==> src/rtl/ice51_pkg.sv <==
// ice51_pkg: shared defaults and the loader state encoding for the ice51
// boot path. Used by the loader, its UART deserialiser, ice51_top and the bench.
// Optional checksum stage in the loader is enabled by ICE51_LOADER_CHECKSUM_EN.
package ice51_pkg;

    // 12 MHz / 115200 baud
    localparam int BAUD_DIV_DEFAULT = 104;
    // Image size in bytes
    localparam int MEM_SIZE_DEFAULT = 1024;
    // Code memory address width; MEM_SIZE must fit in 2**ADDR_W
    localparam int ADDR_W_DEFAULT   = 10;

    // Depth of the RX input synchroniser
    localparam int SYNC_STAGES = 2;

    // IDLE/START/DATA/STOP are used by the deserialiser. The loader reuses
    // IDLE as "loading image bytes", plus CSUM, DONE and ERR.
    typedef enum logic [2:0] {
        IDLE  = 3'd0,
        START = 3'd1,
        DATA  = 3'd2,
        STOP  = 3'd3,
        DONE  = 3'd4,
        CSUM  = 3'd5,
        ERR   = 3'd6
    } loader_state_t;

    // Running image checksum: plain 8-bit sum, wrapping mod 256
    function automatic logic [7:0] csum_add(input logic [7:0] sum, input logic [7:0] data);
        return sum + data;
    endfunction

endpackage

==> src/rtl/ice51_loader_if.sv <==
// ice51_loader_if: code-memory write port between the boot loader (master)
// and the ice51 code memory (slave).
interface ice51_loader_if #(
    parameter int ADDR_W = 10
);
    logic              o_mem_we;
    logic [ADDR_W-1:0] o_mem_addr;
    logic [7:0]        o_mem_wdata;

    modport master (
        output o_mem_we,
        output o_mem_addr,
        output o_mem_wdata
    );

    modport slave (
        input o_mem_we,
        input o_mem_addr,
        input o_mem_wdata
    );
endinterface

==> src/rtl/ice51_uart_rx.sv <==
// ice51_uart_rx: 8N1 UART receiver, LSB first. Synchronises the raw RX pin,
// finds the start bit, samples mid-bit and reports each byte with a one-cycle
// valid pulse (good stop bit) or frame_err pulse (bad stop bit), both in the
// cycle after the stop-bit sample. Deasserting i_en parks it in IDLE.
module ice51_uart_rx
    import ice51_pkg::*;
#(
    parameter int BAUD_DIV = BAUD_DIV_DEFAULT
) (
    input  logic       i_clk,
    input  logic       i_nrst,
    input  logic       i_en,
    input  logic       i_rx,
    output logic [7:0] o_byte,
    output logic       o_valid,
    output logic       o_frame_err
);

    localparam int                CNT_W    = $clog2(BAUD_DIV + 1);
    localparam logic [CNT_W-1:0]  CNT_HALF = CNT_W'(BAUD_DIV / 2);
    localparam logic [CNT_W-1:0]  CNT_LAST = CNT_W'(BAUD_DIV - 1);

    logic [SYNC_STAGES-1:0] r_rx_sync;
    logic                   w_rx;

    loader_state_t    r_state, w_state_next;
    logic [CNT_W-1:0] r_baud_cnt, w_baud_cnt_next;
    logic [2:0]       r_bit_idx, w_bit_idx_next;
    logic [7:0]       r_shift, w_shift_next;
    logic [7:0]       r_byte, w_byte_next;
    logic             r_valid, w_valid_next;
    logic             r_frame_err, w_frame_err_next;

    genvar gi;
    generate
        for (gi = 0; gi < SYNC_STAGES; gi++) begin : g_sync
            if (gi == 0) begin : g_first
                // First synchroniser flop, idles high like the line
                always_ff @(posedge i_clk) begin
                    if (!i_nrst) r_rx_sync[gi] <= 1'b1;
                    else         r_rx_sync[gi] <= i_rx;
                end
            end else begin : g_rest
                // Remaining synchroniser flops
                always_ff @(posedge i_clk) begin
                    if (!i_nrst) r_rx_sync[gi] <= 1'b1;
                    else         r_rx_sync[gi] <= r_rx_sync[gi-1];
                end
            end
        end
    endgenerate

    assign w_rx = r_rx_sync[SYNC_STAGES-1];

    // Deserialiser state, counters and registered result pulses
    always_ff @(posedge i_clk) begin
        if (!i_nrst) begin
            r_state     <= IDLE;
            r_baud_cnt  <= '0;
            r_bit_idx   <= '0;
            r_shift     <= '0;
            r_byte      <= '0;
            r_valid     <= 1'b0;
            r_frame_err <= 1'b0;
        end else begin
            r_state     <= w_state_next;
            r_baud_cnt  <= w_baud_cnt_next;
            r_bit_idx   <= w_bit_idx_next;
            r_shift     <= w_shift_next;
            r_byte      <= w_byte_next;
            r_valid     <= w_valid_next;
            r_frame_err <= w_frame_err_next;
        end
    end

    // Next-state: start detect, mid-bit sampling, stop-bit check
    always_comb begin
        w_state_next     = r_state;
        w_baud_cnt_next  = r_baud_cnt + 1'b1;
        w_bit_idx_next   = r_bit_idx;
        w_shift_next     = r_shift;
        w_byte_next      = r_byte;
        w_valid_next     = 1'b0;
        w_frame_err_next = 1'b0;

        case (r_state)
            IDLE: begin
                w_baud_cnt_next = '0;
                if (!w_rx) w_state_next = START;
            end
            START: begin
                // Re-check at mid start bit; a short low pulse is a glitch
                if (r_baud_cnt == CNT_HALF) begin
                    w_baud_cnt_next = '0;
                    if (!w_rx) begin
                        w_state_next   = DATA;
                        w_bit_idx_next = '0;
                    end else begin
                        w_state_next = IDLE;
                    end
                end
            end
            DATA: begin
                if (r_baud_cnt == CNT_LAST) begin
                    w_baud_cnt_next = '0;
                    w_shift_next    = {w_rx, r_shift[7:1]};
                    if (r_bit_idx == 3'd7) w_state_next = STOP;
                    else                   w_bit_idx_next = r_bit_idx + 3'd1;
                end
            end
            STOP: begin
                // Straight back to IDLE so a following start edge is caught
                if (r_baud_cnt == CNT_LAST) begin
                    w_baud_cnt_next = '0;
                    w_state_next    = IDLE;
                    if (w_rx) begin
                        w_valid_next = 1'b1;
                        w_byte_next  = r_shift;
                    end else begin
                        w_frame_err_next = 1'b1;
                    end
                end
            end
            default: begin
                w_state_next    = IDLE;
                w_baud_cnt_next = '0;
            end
        endcase

        if (!i_en) begin
            w_state_next     = IDLE;
            w_baud_cnt_next  = '0;
            w_valid_next     = 1'b0;
            w_frame_err_next = 1'b0;
        end
    end

    assign o_byte      = r_byte;
    assign o_valid     = r_valid;
    assign o_frame_err = r_frame_err;

endmodule

==> src/rtl/ice51_loader.sv <==
// ice51_loader: UART boot loader. Receives MEM_SIZE bytes and writes them to
// code memory from address 0 upward while holding the core in reset, then
// releases the core. With ICE51_LOADER_CHECKSUM_EN defined, one extra byte
// must match the 8-bit sum of the image before release; a mismatch or a
// framing error on it latches o_load_err until reset.
module ice51_loader
    import ice51_pkg::*;
#(
    parameter int BAUD_DIV = BAUD_DIV_DEFAULT,
    parameter int MEM_SIZE = MEM_SIZE_DEFAULT,
    parameter int ADDR_W   = ADDR_W_DEFAULT
) (
    input  logic           i_clk,
    input  logic           i_nrst,
    input  logic           i_uart_rx,
    ice51_loader_if.master mem_if,
    output logic           o_cpu_nrst,
    output logic           o_frame_err,
    output logic           o_load_err
);

    localparam logic [ADDR_W-1:0] LAST_ADDR = ADDR_W'(MEM_SIZE - 1);

    loader_state_t     r_state, w_state_next;
    logic [ADDR_W-1:0] r_addr, w_addr_next;
    logic              w_rx_en;
    logic              w_receiving;
    logic [7:0]        w_rx_byte;
    logic              w_rx_valid;
    logic              w_rx_frame_err;
    logic              w_we;

`ifdef ICE51_LOADER_CHECKSUM_EN
    logic [7:0]        r_sum, w_sum_next;
`endif

    // RX keeps running only while bytes are still wanted
    assign w_receiving = (r_state == IDLE) || (r_state == CSUM);
    assign w_rx_en     = w_receiving;

    ice51_uart_rx #(
        .BAUD_DIV (BAUD_DIV)
    ) u_uart_rx (
        .i_clk       (i_clk),
        .i_nrst      (i_nrst),
        .i_en        (w_rx_en),
        .i_rx        (i_uart_rx),
        .o_byte      (w_rx_byte),
        .o_valid     (w_rx_valid),
        .o_frame_err (w_rx_frame_err)
    );

    // Loader state, write address and running checksum
    always_ff @(posedge i_clk) begin
        if (!i_nrst) begin
            r_state <= IDLE;
            r_addr  <= '0;
`ifdef ICE51_LOADER_CHECKSUM_EN
            r_sum   <= '0;
`endif
        end else begin
            r_state <= w_state_next;
            r_addr  <= w_addr_next;
`ifdef ICE51_LOADER_CHECKSUM_EN
            r_sum   <= w_sum_next;
`endif
        end
    end

    // Next-state: write each image byte, advance address, decide release
    always_comb begin
        w_state_next = r_state;
        w_addr_next  = r_addr;
        w_we         = 1'b0;
`ifdef ICE51_LOADER_CHECKSUM_EN
        w_sum_next   = r_sum;
`endif

        case (r_state)
            IDLE: begin
                if (w_rx_valid) begin
                    w_we = 1'b1;
`ifdef ICE51_LOADER_CHECKSUM_EN
                    w_sum_next = csum_add(r_sum, w_rx_byte);
`endif
                    // Address stays on the last location: no wrap-around
                    if (r_addr == LAST_ADDR) begin
`ifdef ICE51_LOADER_CHECKSUM_EN
                        w_state_next = CSUM;
`else
                        w_state_next = DONE;
`endif
                    end else begin
                        w_addr_next = r_addr + 1'b1;
                    end
                end
            end
`ifdef ICE51_LOADER_CHECKSUM_EN
            CSUM: begin
                if (w_rx_frame_err) begin
                    w_state_next = ERR;
                end else if (w_rx_valid) begin
                    w_state_next = (w_rx_byte == r_sum) ? DONE : ERR;
                end
            end
            ERR: begin
                w_state_next = ERR;
            end
`endif
            DONE: begin
                w_state_next = DONE;
            end
            default: begin
                w_state_next = r_state;
            end
        endcase
    end

    // Write strobe and data come straight from registered RX results, so the
    // write lands one cycle after the stop-bit sample
    assign mem_if.o_mem_we    = w_we;
    assign mem_if.o_mem_addr  = r_addr;
    assign mem_if.o_mem_wdata = w_rx_byte;

    assign o_cpu_nrst  = (r_state == DONE);
    assign o_frame_err = w_rx_frame_err && w_receiving;

`ifdef ICE51_LOADER_CHECKSUM_EN
    assign o_load_err = (r_state == ERR);
`else
    assign o_load_err = 1'b0;
`endif

endmodule
==> src/flat_wrapper.sv <==
// flat-port wrapper written by rule: the top's interface ports become plain ports
module ice51_loader_flat import ice51_pkg::*;
#(
    parameter int BAUD_DIV = BAUD_DIV_DEFAULT,
    parameter int MEM_SIZE = MEM_SIZE_DEFAULT,
    parameter int ADDR_W   = ADDR_W_DEFAULT
)
  (i_clk, i_nrst, i_uart_rx, o_cpu_nrst, o_frame_err, o_load_err, mem_if_o_mem_we, mem_if_o_mem_addr, mem_if_o_mem_wdata);
  ice51_loader_if #(.ADDR_W(ADDR_W)) mem_if_i ();
  input  logic i_clk;
  input  logic i_nrst;
  input  logic i_uart_rx;
  output logic o_cpu_nrst;
  output logic o_frame_err;
  output logic o_load_err;
  output wire logic [$bits(mem_if_i.o_mem_we)-1:0] mem_if_o_mem_we;
  output wire logic [$bits(mem_if_i.o_mem_addr)-1:0] mem_if_o_mem_addr;
  output wire logic [$bits(mem_if_i.o_mem_wdata)-1:0] mem_if_o_mem_wdata;
  assign mem_if_o_mem_we = mem_if_i.o_mem_we;
  assign mem_if_o_mem_addr = mem_if_i.o_mem_addr;
  assign mem_if_o_mem_wdata = mem_if_i.o_mem_wdata;
  ice51_loader #(.BAUD_DIV(BAUD_DIV), .MEM_SIZE(MEM_SIZE), .ADDR_W(ADDR_W)) u_core (.i_clk(i_clk), .i_nrst(i_nrst), .i_uart_rx(i_uart_rx), .mem_if(mem_if_i), .o_cpu_nrst(o_cpu_nrst), .o_frame_err(o_frame_err), .o_load_err(o_load_err));
endmodule
==> config.mk <==
export PLATFORM = sky130hd
export DESIGN_NAME = ice51_loader_flat
export DESIGN_NICKNAME = d
export VERILOG_FILES = /design/src/rtl/ice51_pkg.sv /design/src/rtl/ice51_loader_if.sv /design/src/rtl/ice51_uart_rx.sv /design/src/rtl/ice51_loader.sv /design/src/flat_wrapper.sv
export SDC_FILE = /design/constraint.sdc
export NUM_CORES = 1
export LEC_CHECK = 0
export CAP_MARGIN = 20
export CORE_ASPECT_RATIO = 1.4
export CORE_MARGIN = 2
export CORE_UTILIZATION = 58
export CTS_CLUSTER_SIZE = 10
export DETAILED_ROUTE_END_ITERATION = 16
export HOLD_SLACK_MARGIN = 0.05
export PLACE_DENSITY = 0.93
export SYNTH_ARGS = -nofsm -noshare
export SYNTH_HDL_FRONTEND = slang
export SYNTH_SLANG_ARGS = --single-unit
==> constraint.sdc <==
create_clock -name i_clk -period 5 [get_ports i_clk]
set_input_delay 1.5 -clock i_clk [delete_from_list [all_inputs] [get_ports i_clk]]
set_output_delay 1.5 -clock i_clk [all_outputs]
set_load 0.01 [all_outputs]
; ---- Word level (Yosys, flattened, before mapping)
; Cells that the tools add are included.
[word_totals]
memories = 0
regBits = 46
romBits = 0
latchBits = 0
wordCells = 70
ramBits = 0
inputBits = 3
[op_classes]
n_mux = 22
reduce_logical = 15
n_shift = 0
magnitude_cmp = 0
n_bitwise = 1
n_eq_ne = 18
div = 0
addsub = 3
multipliers = 0
[op_table]
columns = operator, count
row1 = two-way mux 3 bit, 11
row2 = "!= test 2 bit, second input constant", 9
row3 = two-way mux 7 bit, 2
row4 = one-hot mux 7 bit (2 select lines), 1
row5 = one-hot mux 3 bit (2 select lines), 2
row6 = one-hot mux 3 bit (4 select lines), 1
row7 = "adder 10 x 1 -> 10 bit, second input constant", 1
row8 = "== test 10 bit, second input constant", 1
row9 = AND reduction 5 bit, 2
row10 = "== test 3 bit, second input constant", 3
row11 = AND reduction 3 bit, 3
row12 = "adder 7 x 1 -> 7 bit, second input constant", 1
row13 = "== test 7 x 6 -> 1 bit, second input constant", 1
row14 = "== test 7 bit, second input constant", 1
row15 = "== test 3 x 2 -> 1 bit, second input constant", 2
row16 = logical NOT 3 bit, 2
row17 = two-way mux 1 bit, 4
row18 = AND reduction 2 bit, 2
row19 = AND reduction 4 bit, 1
row20 = nonzero test 2 bit, 2
row21 = "adder 3 x 1 -> 3 bit, second input constant", 1
row22 = "== test 3 x 1 -> 1 bit, second input constant", 1
row23 = two-way mux 2 bit, 1
row24 = OR reduction 2 bit, 1
row25 = other kinds (3), 3

; ---- Depth between registers and ports, before layout
[depth]
word_depth = 4
ltp_mapped = 7
ltp_nobuf = 6

; ---- Hierarchy
; From an unflattened synthesis, not the netlist that was laid out.
[hier_totals]
hier_cells = 209
hier_area_um2 = 2011.9
[by_module_without_submodules]
columns = mod, instances, area_each_um2, cells_per_inst
row1 = ice51_uart_rx, 1, 1453.9, 146
row2 = ice51_loader, 1, 558.0, 63

; ---- Worst setup path after synthesis
; OpenSTA, ideal clock, no wires.
[synth_timing]
kind = input port to flip-flop
startpoint = input port i_nrst
endpoint = register u_core.u_uart_rx.r_baud_cnt[3]
setup_slack_ns = 2.660
cell_stages = 5
t_required_ns = 4.871
arrival_ns = 2.211
path_cell_list = nand2b_1 > clkbuf_1 > nor2_1 > a22oi_1 > nor2_1
[synth_via]
elab_chain_len = 1
[synth_rtl]
columns = item, line
row1 = start: declaration, flat_wrapper.sv:11  ; input logic i_nrst;
row2 = AND reduction 2 bit (no line), -
row3 = end signal: assignment, ice51_uart_rx.sv:67  ; r_baud_cnt <= w_baud_cnt_next;
row4 = end: declaration, ice51_uart_rx.sv:27  ; logic [CNT_W-1:0] r_baud_cnt, w_baud_cnt_next;
; Every way passes these cells.
; A chain may end at the register's enable or synchronous reset.

; ---- Worst setup path after layout
[layout_timing]
startpoint = register u_core.u_uart_rx.r_valid (netlist: u_core.u_uart_rx.o_valid)
endpoint = output port mem_if_o_mem_we
[layout_via]
elab_chain_len = 2
[layout_rtl]
columns = item, line
row1 = start: declaration, ice51_uart_rx.sv:31  ; logic r_valid, w_valid_next;
row2 = start signal: assignment, ice51_uart_rx.sv:71  ; r_valid <= w_valid_next;
row3 = two-way mux 1 bit, ice51_loader.sv:81  ; if (w_rx_valid) begin
row4 = two-way mux 1 bit, ice51_loader.sv:79  ; case (r_state)
row5 = end: declaration, flat_wrapper.sv:16  ; output wire logic [$bits(mem_if_i.o_mem_we)-1:0] mem_if_o_mem_we;
; Every way passes these cells.

==> run_summary.xml <==
<?xml version="1.0" encoding="UTF-8"?>
<metrics>
  <group name="status">
    <metric name="run_status" unit="">complete, no violations</metric>
  </group>
  <group name="power">
    <metric name="sequentialPowerShare" unit="%">54.7</metric>
    <metric name="power.internal" unit="uW">496.7</metric>
    <metric name="largest_voltage_drop_on_the_vdd_net" unit="mV">0.2953</metric>
    <metric name="net_switching_fraction_of_the_power" unit="%">21.39</metric>
    <metric name="share_of_power_burned_in_the_clock_network" unit="%">43.2</metric>
    <metric name="leakage" unit="nW">0.8486</metric>
    <metric name="power.density_cell_area" unit="nW/um^2">285.8</metric>
    <metric name="power.net_switching" unit="uW">135.2</metric>
    <metric name="combPwrFrac" unit="%">2.1</metric>
    <metric name="fin_total_pwr" unit="uW">631.9</metric>
  </group>
  <group name="timing">
    <metric name="final.setup_skew" unit="ns">0.004809</metric>
    <metric name="setup_viol_count_final" unit="">0</metric>
    <metric name="worst_slew_margin_rel" unit="%">60.07</metric>
    <metric name="tightest_slew" unit="ns">0.5971</metric>
    <metric name="report.final.hold_viol_count" unit="">0</metric>
    <metric name="period_needed" unit="ns">3.003</metric>
    <metric name="clock.fmax" unit="GHz">0.3330</metric>
    <metric name="final_min_period_over_clock_period" unit="%">60.06</metric>
    <metric name="report.final.slew_viol_count" unit="">0</metric>
    <metric name="tns" unit="ns">0</metric>
    <metric name="rsz0062_at_grt" unit="">false</metric>
  </group>
  <group name="worst_setup_path">
    <metric name="worst-setup-path-type" unit="">reg2out</metric>
    <metric name="critical_path_required" unit="ns">3.50</metric>
    <metric name="critical-path-slowest-cell" unit="">clkdlybuf4s50_1</metric>
    <metric name="timing.critical_path.from_type" unit="">register</metric>
    <metric name="critical_path.n_buffers_inverters" unit="">1</metric>
    <metric name="timing.rr.end" unit="">u_core.u_uart_rx.o_byte[5]</metric>
    <metric name="worstSetupEndpointType" unit="">output port</metric>
    <metric name="reg2reg_slack" unit="ns">3.09</metric>
    <metric name="worstPathCellList" unit="">nor2b_1, clkdlybuf4s50_1</metric>
    <metric name="critical_path.top_delay_family" unit="">buffers and inverters</metric>
    <metric name="critPathMaxStageDelay" unit="ns">0.58</metric>
    <metric name="worst_ep_arrival_time" unit="ns">1.50</metric>
    <metric name="crit_fanout" unit="">4</metric>
    <metric name="crit-reg2reg-launch" unit="">u_core.u_uart_rx.r_baud_cnt[0]</metric>
    <metric name="worst_r2r_path_depth" unit="">5</metric>
  </group>
  <group name="synth">
    <metric name="syn_area" unit="um^2">1862</metric>
    <metric name="synth_top_cell_by_area" unit="">dfxtp_1</metric>
    <metric name="synthesis.yosys.warnings" unit="">0</metric>
    <metric name="ys_top_cells_by_area" unit="">dfxtp_1, mux2i_1, nor2_1</metric>
    <metric name="synth_cell_types" unit="">42</metric>
    <metric name="synth.top_cell.area_share" unit="%">46.24</metric>
    <metric name="post-synth-top-count-cell" unit="">dfxtp_1</metric>
    <metric name="number_of_nets_in_the_synthesized_netlist" unit="">212</metric>
    <metric name="yosys_most_used_dff" unit="">dfxtp_1</metric>
    <metric name="post_synth_inst_count" unit="">204</metric>
    <metric name="synth-seq-cells" unit="">43</metric>
    <metric name="synth_sequential_area_ratio" unit="%">46.24</metric>
    <metric name="synth.cells.most_frequent" unit="">dfxtp_1, nor2_1, nand2_1</metric>
    <metric name="synth-edff-count" unit="">0</metric>
    <metric name="synthesis.area_per_instance" unit="um^2">9.126</metric>
    <metric name="synth-async-reset-ratio" unit="%">0</metric>
  </group>
  <group name="detailed_routing">
    <metric name="detail_route.drc_violations" unit="">0</metric>
    <metric name="routedWlPerCell" unit="um">13.39</metric>
    <metric name="route.antenna.remaining_nets" unit="">0</metric>
    <metric name="detail_route.wirelength" unit="um">3548</metric>
    <metric name="detail_route.vias_per_cell" unit="">5.558</metric>
    <metric name="vias" unit="">1473</metric>
    <metric name="drt_pass1_iterations" unit="">4</metric>
    <metric name="initial_drc_count" unit="">28</metric>
  </group>
  <group name="global_route">
    <metric name="aggregate_global_routing_overflow" unit="">0</metric>
    <metric name="antenna_found_initial" unit="">0</metric>
    <metric name="grt_pass1_vias" unit="">1348</metric>
    <metric name="grt_max_degree" unit="">18</metric>
    <metric name="grt_util_all_layers" unit="%">21.98</metric>
    <metric name="wire_length_of_the_first_global_routing_pass" unit="um">5989</metric>
  </group>
  <group name="floorplan">
    <metric name="design.die.area" unit="um^2">3686</metric>
    <metric name="placement_rows" unit="">24</metric>
    <metric name="placeableCoreArea" unit="um^2">3093</metric>
    <metric name="dieHeight" unit="um">71.04</metric>
    <metric name="start_util" unit="%">60.19</metric>
    <metric name="dieWidth" unit="um">51.89</metric>
    <metric name="io_pins" unit="">25</metric>
  </group>
  <group name="cts">
    <metric name="cts_tree" unit="">done</metric>
    <metric name="clkLatencyLatePin" unit="ns">0.30</metric>
    <metric name="cts_sinks" unit="">43</metric>
    <metric name="cts_made_buffers" unit="">5</metric>
    <metric name="max-clock-path-buffers" unit="">2</metric>
    <metric name="ctsRootBufferMaster" unit="">clkbuf_8</metric>
    <metric name="holdBufCountCts" unit="">0</metric>
    <metric name="total_of_cells_resized_after_clock_tree_synthesis" unit="">0</metric>
    <metric name="clk_pin_slew" unit="ns">0.08</metric>
    <metric name="post_cts.repair.setup_buffers" unit="">0</metric>
    <metric name="cts_htree_levels" unit="">2</metric>
  </group>
  <group name="layout">
    <metric name="n_fill_cell" unit="">256</metric>
    <metric name="post_route_cells_drive_above_1_share" unit="%">7.522</metric>
    <metric name="final_nets" unit="">233</metric>
    <metric name="antenna-diode-count" unit="">0</metric>
    <metric name="final-seq-area" unit="um^2">860.8</metric>
    <metric name="area.growth.synth_to_final" unit="%">18.75</metric>
    <metric name="multi_input_logic_area" unit="um^2">935.9</metric>
  </group>
  <group name="placed_design">
    <metric name="routabilityCongestion" unit="">0.7632</metric>
    <metric name="buffers_on_ports" unit="">23</metric>
    <metric name="hpwl_after_dpl" unit="um">2542</metric>
  </group>
  <group name="min_path">
    <metric name="min-delay-path-class" unit="">reg2reg</metric>
    <metric name="hold-path-endpoint" unit="">u_core.u_uart_rx.w_rx</metric>
    <metric name="holdPathStages" unit="">1</metric>
    <metric name="min-delay-start" unit="">u_core.u_uart_rx.r_rx_sync[0]</metric>
  </group>
  <group name="job">
    <metric name="max_cap_violations" unit="">0</metric>
  </group>
</metrics>
[cell usage in the layout, fill, tap and decap left out, drive strengths merged, types with 2 or more instances in the layout]
cell,instances
and2,2
nor2b,3
ha,5
clkdlybuf4s50,23
nor2,25
clkbuf,5
a21oi,6
or4,2
o31ai,2
nand2b,4
xor2,6
nor3,5
dfxtp,43
o21ai,12
nand4,4
and2b,2
xnor2,2
mux2i,13
clkinv,3
nand2,19
nand3,17
inv,3
nand3b,2
a211oi,2
or3,2
[power by group through the flow]
stage	registers, mW	clock network [mW]	logic, mW
after floorplan	0.352	0	0.0120
after global placement	0.354	0	0.0128
after detailed placement	0.354	0	0.0131
after CTS	0.346	0.278	0.0132
after global routing	0.346	0.289	0.0150
final	0.346	0.273	0.0134
[cells by family (layout without fill, tap and decap cells)]
kind of cell / count (synthesis) / after routing / synth area share [%]
and+or+nand+nor: 92 / 92 / 25.20
DFF: 43 / 43 / 46.24
AOI/OAI and AO/OA: 28 / 28 / 10.75
buffers and inverters: 14 / 36 / 3.494
muxes: 13 / 13 / 6.989
xor gates and xnor gates: 8 / 8 / 3.764
adders and majority gates: 5 / 5 / 3.360
other: 1 / 1 / 0.2014
[metal layers]
layer	share of wire (%)	track usage [%]	wire [um]	up-vias
li1	-	-	-	749
met1	44	25.82	1562	691
met2	50	34.88	1773	26
met3	3.8	6.540	134	7
met4	2.2	12.57	78	0
met5	0	0	0	-
[how the worst max path moves through the flow]
stage | startpoint | end | slack [ns] | cells after the start
floorplan | i_nrst | u_core.u_uart_rx.r_baud_cnt[3] | 2.66 | 5
global placement | i_nrst | u_core.mem_if.o_mem_addr[8] | 1.81 | 3
detailed placement | i_nrst | u_core.mem_if.o_mem_addr[8] | 1.74 | 3
CTS | u_core.u_uart_rx.o_valid | mem_if_o_mem_we | 2.00 | 2
global route | u_core.u_uart_rx.o_valid | mem_if_o_mem_we | 1.91 | 2
finish | u_core.u_uart_rx.o_valid | mem_if_o_mem_we | 2.00 | 2
[per-stage QoR]
step	hold slack (ns)	cells	util (%)	worst slack, ns	instance area, um^2
after global routing	0.4403	265	71.48	1.911	2211
after detailed placement	0.3964	257	67.84	1.744	2098
after floorplan	0.3863	204	-	2.660	1862
after global placement	0.3887	257	67.84	1.807	2098
after CTS	0.4164	265	71.48	1.996	2211
final	0.4171	265	71.48	1.997	2211
[final cells by class]
type,instances,share of cell area [%]
clock buffers,5,3.113
clock inverters,3,1.981
inverters,4,0.6791
multi-input cells,147,42.33
flip-flops and latches,43,38.94
well taps,39,2.207
repair buffers,24,10.75
[worst register-to-register path: cells and delay by family (launching register included)]
kind	cells	cell delay, ns
simple gates	3	1.05
flops	1	0.39
fa+ha+maj	1	0.22
compound gates	1	0.11
[flip-flops by register name (all words and copies together), names as in the netlist, 2 cells and up]
signal	flops
u_core.mem_if.o_mem_addr	10
u_core.u_uart_rx.o_byte	8
u_core.u_uart_rx.r_shift	8
u_core.u_uart_rx.r_baud_cnt	7
u_core.u_uart_rx.r_bit_idx	3
u_core.u_uart_rx.r_state	2
No activity file was read; power rests on OpenSTA's default activity.
